==> src/rtl/ahb_pkg.sv <==
// Shared AHB-Lite encodings and the owner-hold rule used by the two-master arbiter.
package ahb_pkg;

   localparam logic [1:0] HTRANS_IDLE   = 2'd0;
   localparam logic [1:0] HTRANS_BUSY   = 2'd1;
   localparam logic [1:0] HTRANS_NONSEQ = 2'd2;
   localparam logic [1:0] HTRANS_SEQ    = 2'd3;

   localparam logic [2:0] HBURST_SINGLE = 3'd0;
   localparam logic [2:0] HBURST_INCR   = 3'd1;
   localparam logic [2:0] HBURST_WRAP4  = 3'd2;
   localparam logic [2:0] HBURST_INCR4  = 3'd3;
   localparam logic [2:0] HBURST_WRAP8  = 3'd4;
   localparam logic [2:0] HBURST_INCR8  = 3'd5;
   localparam logic [2:0] HBURST_WRAP16 = 3'd6;
   localparam logic [2:0] HBURST_INCR16 = 3'd7;

   localparam logic HRESP_OKAY  = 1'b0;
   localparam logic HRESP_ERROR = 1'b1;

   // Owner keeps the bus mid-burst, or for any active phase of a locked sequence.
   function automatic logic owner_hold(input logic [1:0] htrans, input logic hlock);
      return (htrans == HTRANS_BUSY) || (htrans == HTRANS_SEQ) ||
             (hlock && (htrans != HTRANS_IDLE));
   endfunction

endpackage

==> src/rtl/ahb_arb_rr.sv <==
// Two-way round-robin grant decision, purely combinational; default master is 0.
module ahb_arb_rr
   import ahb_pkg::*;
(
   input  logic [1:0] req,
   input  logic       rr_last,
   input  logic       hold,
   input  logic       cur,
   output logic [1:0] gnt_next
);

   always_comb begin
      gnt_next = 2'b01;
      if (hold) begin
         gnt_next = cur ? 2'b10 : 2'b01;
      end else begin
         case (req)
            2'b01:   gnt_next = 2'b01;
            2'b10:   gnt_next = 2'b10;
            2'b11:   gnt_next = rr_last ? 2'b01 : 2'b10;
            default: gnt_next = 2'b01;
         endcase
      end
   end

endmodule

==> src/rtl/ahb_arbiter.sv <==
// Two-master AHB-Lite arbiter + address/data mux; grant 1 cycle after request,
// address ownership one hready edge later; hready=0 freezes all arbiter state.
module ahb_arbiter
   import ahb_pkg::*;
#(
   parameter int ADDR_W = 40,
   parameter int DATA_W = 128
)
(
   input  logic              pll_core_cpuclk,
   input  logic              pad_cpu_rst_b,
   input  logic              m0_hbusreq,
   input  logic              m1_hbusreq,
   input  logic              m0_hlock,
   input  logic              m1_hlock,
   input  logic [1:0]        m0_htrans,
   input  logic [1:0]        m1_htrans,
   input  logic [ADDR_W-1:0] m0_haddr,
   input  logic [ADDR_W-1:0] m1_haddr,
   input  logic              m0_hwrite,
   input  logic              m1_hwrite,
   input  logic [2:0]        m0_hsize,
   input  logic [2:0]        m1_hsize,
   input  logic [2:0]        m0_hburst,
   input  logic [2:0]        m1_hburst,
   input  logic [3:0]        m0_hprot,
   input  logic [3:0]        m1_hprot,
   input  logic [DATA_W-1:0] m0_hwdata,
   input  logic [DATA_W-1:0] m1_hwdata,
   input  logic              hready,
   output logic              m0_hgrant,
   output logic              m1_hgrant,
   output logic              hmaster,
   output logic              hmastlock,
   output logic [ADDR_W-1:0] haddr,
   output logic [1:0]        htrans,
   output logic              hwrite,
   output logic [2:0]        hsize,
   output logic [2:0]        hburst,
   output logic [3:0]        hprot,
   output logic [DATA_W-1:0] hwdata
);

   logic [1:0] grant;
   logic [1:0] grant_next;
   logic       data_owner;
   logic       rr_last;
   logic       hold;
   logic       winner;
   logic [1:0] req;

   assign req    = {m1_hbusreq, m0_hbusreq};
   assign hold   = hmaster ? owner_hold(m1_htrans, m1_hlock)
                           : owner_hold(m0_htrans, m0_hlock);
   assign winner = grant_next[1];

   ahb_arb_rr u_rr (
      .req      (req),
      .rr_last  (rr_last),
      .hold     (hold),
      .cur      (grant[1]),
      .gnt_next (grant_next)
   );

   // hmaster trails grant by one completed transfer; data_owner trails hmaster likewise.
   always_ff @(posedge pll_core_cpuclk) begin
      if (!pad_cpu_rst_b) begin
         grant      <= 2'b01;
         hmaster    <= 1'b0;
         data_owner <= 1'b0;
         rr_last    <= 1'b0;
      end else if (hready) begin
         grant      <= grant_next;
         hmaster    <= grant[1];
         data_owner <= hmaster;
         if (!hold && req[winner]) begin
            rr_last <= winner;
         end
      end
   end

   assign m0_hgrant = grant[0];
   assign m1_hgrant = grant[1];

   always_comb begin
      hmastlock = m0_hlock;
      haddr     = m0_haddr;
      htrans    = m0_htrans;
      hwrite    = m0_hwrite;
      hsize     = m0_hsize;
      hburst    = m0_hburst;
      hprot     = m0_hprot;
      if (hmaster) begin
         hmastlock = m1_hlock;
         haddr     = m1_haddr;
         htrans    = m1_htrans;
         hwrite    = m1_hwrite;
         hsize     = m1_hsize;
         hburst    = m1_hburst;
         hprot     = m1_hprot;
      end
   end

   assign hwdata = data_owner ? m1_hwdata : m0_hwdata;

endmodule

==> config.mk <==
export PLATFORM = sky130hd
export DESIGN_NAME = ahb_arbiter
export DESIGN_NICKNAME = d
export VERILOG_FILES = /design/src/rtl/ahb_pkg.sv /design/src/rtl/ahb_arb_rr.sv /design/src/rtl/ahb_arbiter.sv
export SDC_FILE = /design/constraint.sdc
export NUM_CORES = 1
export LEC_CHECK = 0
export BUFFER_PORTS_ARGS = -buffer_cell sky130_fd_sc_hd__buf_4
export CORE_AREA = 2 2 213 215
export DETAILED_ROUTE_END_ITERATION = 6
export DIE_AREA = 0 0 215 217
export PLACE_DENSITY = 0.32
export RECOVER_POWER = 25
export SLEW_MARGIN = 10
export SYNTH_ARGS = -nofsm -noshare
export SYNTH_HDL_FRONTEND = slang
export SYNTH_SLANG_ARGS = --single-unit
==> constraint.sdc <==
create_clock -name pll_core_cpuclk -period 2.1 [get_ports pll_core_cpuclk]
set_input_delay 0.42 -clock pll_core_cpuclk [delete_from_list [all_inputs] [get_ports pll_core_cpuclk]]
set_output_delay 0.42 -clock pll_core_cpuclk [all_outputs]
set_load 0.005 [all_outputs]
==> results of run 1 <==
-- layout by cell type (no fill, tap or decap), types with 2 or more instances in the layout --
cell type	netlist	layout
clkbuf_2	0	2
clkbuf_4	0	23
mux2_2	182	181
inv_1	2	2
buf_4	12	522
clkbuf_1	0	15
nor2b_1	2	2
diode_2	0	6
nand2_1	5	5
buf_12	0	3
clkbuf_16	0	3
mux2i_1	4	4
dfxtp_1	5	3
-- report_power, final --
part | total, W | internal, W | switching (W) | leakage, nW
logic | 0.00118 | 0.000824 | 0.000359 | 3.39
clock network | 0.000318 | 0.000249 | 0.0000687 | 0.0409
registers | 0.000104 | 0.0000984 | 0.00000574 | 0.0421
-- cell type report --
class	instances	area (sq um)	share of cell area, %
well taps	600	750.7	10.19
repair buffers	565	4218	57.27
clock buffers	3	75.07	1.019
diodes	6	15.01	0.2039
multi-input cells	201	2188	29.71
flip-flops and latches	5	105.1	1.427
clock inverters	1	5.005	0.06796
inverters	2	7.507	0.1019
-- synthesized netlist by cell type, drive strengths merged --
cell type and number:
inv 2, nor2b 2, o31ai 1, buf 20
a31oi 1, mux2i 4, a21boi 1, o211ai 1
dfxtp 5, mux2 182, nand2b 1, nand2 5
a211oi 1, a21o 1, o21ai 1
-- cells by family after synthesis --
group                  Yosys count
buffers and inverters           22
and+or+nand+nor                  8
AOI/OAI and AO/OA                7
muxes                          186
DFF                              5
-- flip-flops by register name, summed over array words and instances (netlist names) --
register,cells
rr_last,1
data_owner,1
grant,2
hmaster,1
-- worst min-delay path: cells and delay by family --
| family | cells | cell delay (ns) |
|---|---|---|
| compound gates | 1 | 0.05 |
| buf+inv | 1 | 0.11 |
| simple gates | 1 | 0.06 |
-- metrics by stage --
step                hold slack, ns  total power [W]  util, %  instance area (sq um)  worst slack (ns)
finish                      0.4604         0.001605    16.48                   7365            0.1497
detailed placement          0.4733         0.001327    16.43                   7342            0.3744
floorplan                   0.4497        0.0003835        -                   2462            0.5985
global placement            0.4735         0.001331    16.43                   7342            0.3931
global route                0.4788         0.001706    16.47                   7360           0.06598
CTS                         0.4615         0.001653    16.61                   7422            0.1348
-- how the worst max path moves through the flow --
stage | slack [ns] | to | from
detailed placement | 0.37 | hwdata[62] | data_owner
floorplan | 0.60 | haddr[0] | hmaster
global route | 0.07 | hwdata[100] | data_owner
global placement | 0.39 | hwdata[63] | data_owner
finish | 0.15 | hwdata[82] | data_owner
CTS | 0.13 | hwdata[82] | data_owner
-- routing by layer --
metal	GRT usage, %	up-vias	wire [um]
li1	-	1970	-
met1	11.33	1866	9641
met2	21.06	330	14430
met3	2.655	12	2328
met4	1.609	4	171
met5	0	-	24
==> results by group, run 1 <==
GRT
  – Largest net degree at the start of global routing: 41
  – GRT overflow: 0
  – First-pass GRT wire length: 34940 um
  – Initial antenna violation count: 10
  – GRT Total Usage: 10.58%
  – Vias in the first global route: 4584

Logic synthesis
  – Synth Area in Adders: 0%
  – Netlist Area Pre-Place: 2462 sq um
  – Synth warn: 0
  – Yosys cell types: 17
  – Synth Area in Compound Gates: 2.642%
  – Synth Area in Simple Gates: 1.829%
  – Xor and xnor area share after synthesis: 0%
  – Yosys top cell by area: mux2_2
  – Mux share of post-synthesis cell area: 84.86%
  – Post-synth top area share: 83.23%
  – Largest cells by area after synthesis: mux2_2 (83%), dfxtp_1 (4.1%), buf_4 (3.7%), buf_6 (1.8%), mux2i_1 (1.6%)
  – Sequential share of the synthesized area: 4.065%
  – #FFs+latches synth: 5
  – Syn Inst Count: 228
  – Syn Area/Cell: 10.80 sq um
  – Largest family of logic cells by synthesized area: multiplexers
  – Syn Nets: 597

Clocking
  – TritonCTS buffer count: 3
  – Max clock buf depth: 2
  – Clock Tree Root: clkbuf_16
  – Reg clk slew, reported paths: 0.04 ns
  – CTS H-tree depth: 1
  – Clock sink count: 5
  – Post_cts resized: 0
  – TritonCTS clock tree: yes
  – Cts hold-fix bufs: 0
  – Post-CTS Setup Repair Bufs: 0
  – Worst skew pair latency: 0.23 ns

Pwr
  – Leak pwr: 3.474 nW
  – Pwr Density: 218.0 nW/um^2
  – Worst VDD drop: 0.0002622 V

Min path
  – Hold endpoint: rr_last
  – Class of the worst hold path: in2reg
  – Hold Path Origin: m1_hbusreq
  – Hold path depth: 3

Cells and area
  – Area growth from synthesis to layout: 199.1%
  – Nets: 1147
  – Fill count: 5163
  – Post-route insts no fill: 1383
  – Layout cells sized above 1: 95.11%

STA
  – Fin. max-slew vios: 0
  – Slew of the pin with the lowest slew margin: 0.3695 ns
  – Final-report hold violation count: 0
  – Final min period: 1.950 ns
  – Worst Skew: 0.005057 ns
  – Fmax: 512.7 MHz
  – RSZ-0062 raised after global routing: false
  – TNS Setup: 0 ns
  – Post-route clock period utilization: 92.87%
  – Relative slew slack: 75.25%
  – Final setup vio count: 0

Setup path
  – Crit path arrival time: 1.53 ns
  – Bufs and invs on worst path: 2
  – CP max stage delay: 0.50 ns
  – Flop2flop setup slack: 0.54 ns
  – Slowest CP cell: dfxtp_4
  – Crit. End Element: output port
  – Worst endpoint required time: 1.68 ns
  – Critical path's top delay family: flip-flops
  – Reg2Reg Launch Point: hmaster
  – Reg-to-Reg End: grant[1]
  – CP Cell Sequence: buf_12 -> mux2_2 -> buf_4
  – WS Path Type: reg2out
  – Crit path depth: 3
  – Crit Path Max Fanout: 40
  – FF-to-FF path depth: 5
  – Kind of start point of the critical path: flip-flop

Die
  – Die span in x: 215 um
  – Die Y: 217 um
  – Initial core utilization: 5.509%
  – Row cnt: 78
  – Core footprint: 44700 sq um
  – Die area: 46660 sq um
  – Top Ports: 554

Placement
  – IO Port Bufs: 553
  – Gp weighted congestion: 0.8153
  – Post-Place Cells: 1373
  – Hpwl dp: 24980 um

Route
  – DRT Pass-1 Iters: 4
  – Routed len/inst: 19.23 um
  – ANT nets after route: 0
  – DRC: 0
  – Vias/cell: 3.024
  – Drt total wl: 26600 um
  – Initial DRC Count: 99
  – Vias post-DR: 4182

Run
  – Number of max-cap violations: 0

Status
  – Status: completed
Note: power is estimated with default switching activity, not from simulation.
==> inputs of run 2 (changes only) <==
--- a/config.mk
+++ b/config.mk
@@ -10,7 +10,6 @@
 export DETAILED_ROUTE_END_ITERATION = 6
 export DIE_AREA = 0 0 215 217
 export PLACE_DENSITY = 0.32
-export RECOVER_POWER = 25
 export SLEW_MARGIN = 10
 export SYNTH_ARGS = -nofsm -noshare
 export SYNTH_HDL_FRONTEND = slang
==> results by group, run 2 (synthesis gave the netlist of run 1 again) <==
Min path
  – Hold Path Origin: m1_hbusreq
  – Class of the worst hold path: in2reg
  – Hold endpoint: rr_last
  – Hold path depth: 3

Setup path
  – Critical path's top delay family: flip-flops
  – FF-to-FF path depth: 5
  – CP Cell Sequence: buf_12 -> mux2_2 -> buf_4
  – Worst endpoint required time: 1.68 ns
  – Kind of start point of the critical path: flip-flop
  – Crit path arrival time: 1.53 ns
  – WS Path Type: reg2out
  – Slowest CP cell: dfxtp_4
  – Crit. End Element: output port
  – Bufs and invs on worst path: 2
  – Crit path depth: 3
  – Crit Path Max Fanout: 40
  – Flop2flop setup slack: 0.66 ns
  – Reg-to-Reg End: grant[1]
  – Crit. Startpoint: data_owner
  – CP max stage delay: 0.50 ns
  – Reg2Reg Launch Point: hmaster

STA
  – Relative slew slack: 81.95%
  – Final Hold Slack: 0.4605 ns
  – RSZ-0062 raised after global routing: false
  – Worst Skew: 0.005258 ns
  – Final setup vio count: 0
  – Slew of the pin with the lowest slew margin: 0.2707 ns
  – Fin. max-slew vios: 0
  – TNS Setup: 0 ns
  – Final min period: 1.952 ns
  – Final-report hold violation count: 0
  – Post-route clock period utilization: 92.97%
  – Fmax: 512.2 MHz

GRT
  – Initial antenna violation count: 10
  – Largest net degree at the start of global routing: 41
  – M2 GR Usage: 21.06%
  – Met1 global-route usage: 11.33%
  – GRT overflow: 0
  – Vias in the first global route: 4584
  – Gr busiest metal: met2
  – First-pass GRT wire length: 34940 um
  – Grt met3 use: 2.655%
  – GRT Total Usage: 10.58%

Clocking
  – CTS H-tree depth: 1
  – Reg clk slew, reported paths: 0.04 ns
  – Post-CTS Setup Repair Bufs: 0
  – TritonCTS buffer count: 3
  – Cts hold-fix bufs: 0
  – Clock sink count: 5
  – Max clock buf depth: 2
  – Clock Tree Root: clkbuf_16
  – TritonCTS clock tree: yes
  – Worst skew pair latency: 0.23 ns
  – Post_cts resized: 0

Cells and area
  – Nets: 1147
  – Commonest non-fill, non-tap cell in the layout: buf_4
  – Max reg flops: 2
  – Most flops, register: grant
  – Area growth from synthesis to layout: 202.0%
  – Most frequent cells in the layout: buf_4 (562), mux2_2 (182), nand2_1 (5), mux2i_1 (4)
  – Core Util, Final: 16.64%
  – Final instance area: 7437 sq um
  – Layout cells sized above 1: 97.43%

Placement
  – Hpwl dp: 24980 um
  – IO Port Bufs: 553
  – Placement Cell Area: 7342 sq um
  – Gp weighted congestion: 0.8153

Die
  – Die area: 46660 sq um
  – Die Y: 217 um
  – Core footprint: 44700 sq um
  – Row cnt: 78
  – Die span in x: 215 um
  – Top Ports: 554
  – Initial core utilization: 5.509%

Route
  – Vias post-DR: 4197
  – Vias/cell: 3.035
  – DRT Pass-1 Iters: 4
  – Initial DRC Count: 86
  – DRC: 0
  – ANT nets after route: 0
  – Routed len/inst: 19.24 um
  – Drt total wl: 26610 um

Run
  – Number of max-cap violations: 0

Pwr
  – Leak pwr: 3.537 nW
  – Power consumption: 0.001623 W
  – Pwr Density: 218.2 nW/um^2
  – Worst VDD drop: 0.0002623 V

Status
  – Status: completed
==> run 2: cell count changes in the layout (fill, tap and decap cells not counted), sizes merged <==
cell    before  now
buf        525  565
clkbuf      43    3
==> run 2: layout make-up <==
cell class                      instances  area, sq um
Clock inverter                          1        5.005
Timing Repair Buffer                  565         4279
Antenna cell                            6        15.01
Sequential cell                         5        105.1
Fill cell                            5157        37260
Inverter                                2        7.507
Multi-Input combinational cell        201         2200
Clock buffer                            3        75.07
Tap cell                              600        750.7
==> run 2: through the flow <==
stage | std cells | setup WS, ns
2_1_floorplan | 228 | 0.5985
3_3_place_gp | 1373 | 0.3931
3_5_place_dp | 1373 | 0.3744
4_1_cts | 1377 | 0.1348
5_1_grt | 1381 | 0.06685
6_report | 1383 | 0.1476
==> run 2: worst reg2reg max path, cell delays in order (launching register included) <==
cell and delay [ns]:
dfxtp_2 0.46, buf_4 0.26, a211oi_2 0.08, a31oi_2 0.22
nand2b_4 0.19, mux2i_1 0.17
==> run 2: where the power goes <==
group          internal, W  switching [W]  total, W
Combinational     0.000841       0.000360   0.00120
Clock             0.000249      0.0000688  0.000318
Sequential       0.0000984     0.00000581  0.000104
Total              0.00119       0.000434   0.00162
==> run 2: how the worst max path moves through the flow <==
stage | slack, ns | to
2_1_floorplan | 0.60 | haddr[0]
3_3_place_gp | 0.39 | hwdata[63]
3_5_place_dp | 0.37 | hwdata[62]
4_1_cts | 0.13 | hwdata[82]
5_1_grt | 0.07 | hwdata[96]
6_report | 0.15 | hwdata[82]
==> run 2: per-layer routing <==
metal,share of wire [%],vias to the layer above
met3,8.8,12
met2,54,330
met5,0.090,-
li1,-,1972
met4,0.64,4
met1,36,1879
==> inputs of run 3 (changes only) <==
==> constraint.sdc (replaced) <==
create_clock -name pll_core_cpuclk -period 2.1 [get_ports pll_core_cpuclk]
set_input_delay 0.105 -clock pll_core_cpuclk [delete_from_list [all_inputs] [get_ports pll_core_cpuclk]]
set_output_delay 0.105 -clock pll_core_cpuclk [all_outputs]
set_load 0.005 [all_outputs]
==> results by group, run 3 (synthesis gave the netlist of run 1 again) <==
Status
  – Status: completed

Route
  – Vias/cell: 3.020
  – DRT Pass-1 Iters: 4
  – DRC: 0
  – Drt total wl: 26710 um
  – Initial DRC Count: 105
  – ANT nets after route: 0
  – Vias post-DR: 4152
  – Routed len/inst: 19.42 um

STA
  – RSZ-0062 raised after global routing: false
  – Final min period: 1.752 ns
  – Worst Skew: 0.0003505 ns
  – Relative slew slack: 74.40%
  – Post-route clock period utilization: 83.44%
  – TNS Setup: 0 ns
  – Fin. max-slew vios: 0
  – Fmax: 570.7 MHz
  – Final setup vio count: 0
  – Final-report hold violation count: 0
  – Slew of the pin with the lowest slew margin: 0.3840 ns

Cells and area
  – Area growth from synthesis to layout: 200.5%
  – Max reg flops: 2
  – Most frequent cells in the layout: buf_4 (555), mux2_2 (182), nand2_1 (5), mux2i_1 (4), buf_12 (4)
  – Nets: 1141
  – Commonest non-fill, non-tap cell in the layout: buf_4
  – Most flops, register: grant
  – Layout cells sized above 1: 97.28%

Setup path
  – CP Cell Sequence: buf_12 -> mux2_2 -> buf_4
  – Kind of start point of the critical path: flip-flop
  – Bufs and invs on worst path: 2
  – Crit Path Max Fanout: 43
  – Crit path arrival time: 1.65 ns
  – Critical path's top delay family: flip-flops
  – Worst endpoint required time: 2.00 ns
  – CP max stage delay: 0.58 ns
  – WS Path Type: reg2out
  – Slowest CP cell: dfxtp_4
  – Crit. End Element: output port

Pwr
  – Net Switching: 0.0004254 W
  – Pwr Density: 218.3 nW/um^2
  – Leak pwr: 3.504 nW
  – Clock power share: 19.4%
  – Sw Share: 26.34%
  – Sequential share of power: 6.5%
  – Internal power: 0.001190 W
  – Logic gate share of total power: 74.1%
  – Power consumption: 0.001615 W
  – Worst VDD drop: 0.0001591 V

Clocking
  – Worst skew pair latency: 0.23 ns
  – Cts hold-fix bufs: 0
  – Reg clk slew, reported paths: 0.03 ns
  – Clock sink count: 5
  – TritonCTS buffer count: 3
  – Max clock buf depth: 2
  – Post-CTS Setup Repair Bufs: 0
  – CTS H-tree depth: 1
  – TritonCTS clock tree: yes
  – Post_cts resized: 0
  – Clock Tree Root: clkbuf_16

Min path
  – Class of the worst hold path: in2reg

GRT
  – Vias in the first global route: 4624
  – GRT Total Usage: 10.60%
  – First-pass GRT wire length: 35130 um
  – GRT overflow: 0
  – Initial antenna violation count: 8
  – Largest net degree at the start of global routing: 44

Placement
  – IO Port Bufs: 553
  – Hpwl dp: 24850 um
  – Gp weighted congestion: 0.8632

Die
  – Die Y: 217 um
  – Core footprint: 44700 sq um
  – Die span in x: 215 um
  – Initial core utilization: 5.509%
  – Top Ports: 554
  – Die area: 46660 sq um
  – Row cnt: 78

Run
  – Number of max-cap violations: 0
==> run 3: power groups by stage <==
stage          Sequential (W)  Clock, W  Combinational (W)
6_report             0.000106  0.000313            0.00120
5_1_grt              0.000107  0.000331            0.00129
4_1_cts              0.000106  0.000320            0.00122
3_5_place_dp         0.000107         0            0.00122
3_3_place_gp         0.000107         0            0.00122
2_1_floorplan        0.000104         0           0.000280
==> run 3: stage by stage <==
stage / std cells / util [%] / hold WS [ns] / worst slack [ns] / area, sq um
3_3_place_gp: 1367 / 16.35 / 0.3844 / 0.5481 / 7310
6_report: 1375 / 16.55 / 0.1572 / 0.3477 / 7398
2_1_floorplan: 228 / - / 0.2149 / 0.9135 / 2462
3_5_place_dp: 1367 / 16.35 / 0.3927 / 0.5525 / 7310
4_1_cts: 1371 / 16.53 / 0.1535 / 0.3024 / 7388
5_1_grt: 1373 / 16.54 / 0.1522 / 0.2762 / 7393
==> run 3: path summary, 6_finish.rpt <==
| path | startpoint | endpoint | slack (ns) | cells after the start |
|---|---|---|---|---|
| worst max-delay path | data_owner | hwdata[112] | 0.35 | 3 |
| worst min-delay path | m1_hbusreq | rr_last | 0.16 | 3 |
| worst max register to register | hmaster | grant[1] | 0.77 | 4 |
| worst min register to register | rr_last | rr_last | 0.47 | 1 |
==> run 3: metal layers <==
| metal | up-vias | global-route usage (%) | part of all wire, % |
|---|---|---|---|
| met2 | 336 | 20.91 | 54 |
| met5 | - | 0 | 0.090 |
| met1 | 1832 | 11.24 | 36 |
| met4 | 4 | 2.368 | 1.9 |
| li1 | 1960 | - | - |
| met3 | 20 | 2.642 | 8.7 |
==> run 3: worst register-to-register path, delay by kind of cell (launching register included) <==
family | cells | cell delay [ns]
compound gates | 2 | 0.35
simple gates | 1 | 0.19
flops | 1 | 0.54
mux | 1 | 0.19
==> run 3: cell type report <==
class	instances	area (sq um)
Antenna cell	4	10.01
Clock buffer	4	78.83
Fill cell	5103	37300
Inverter	2	7.507
Multi-Input combinational cell	201	2200
Sequential cell	5	105.1
Tap cell	600	750.7
Timing Repair Buffer	559	4247
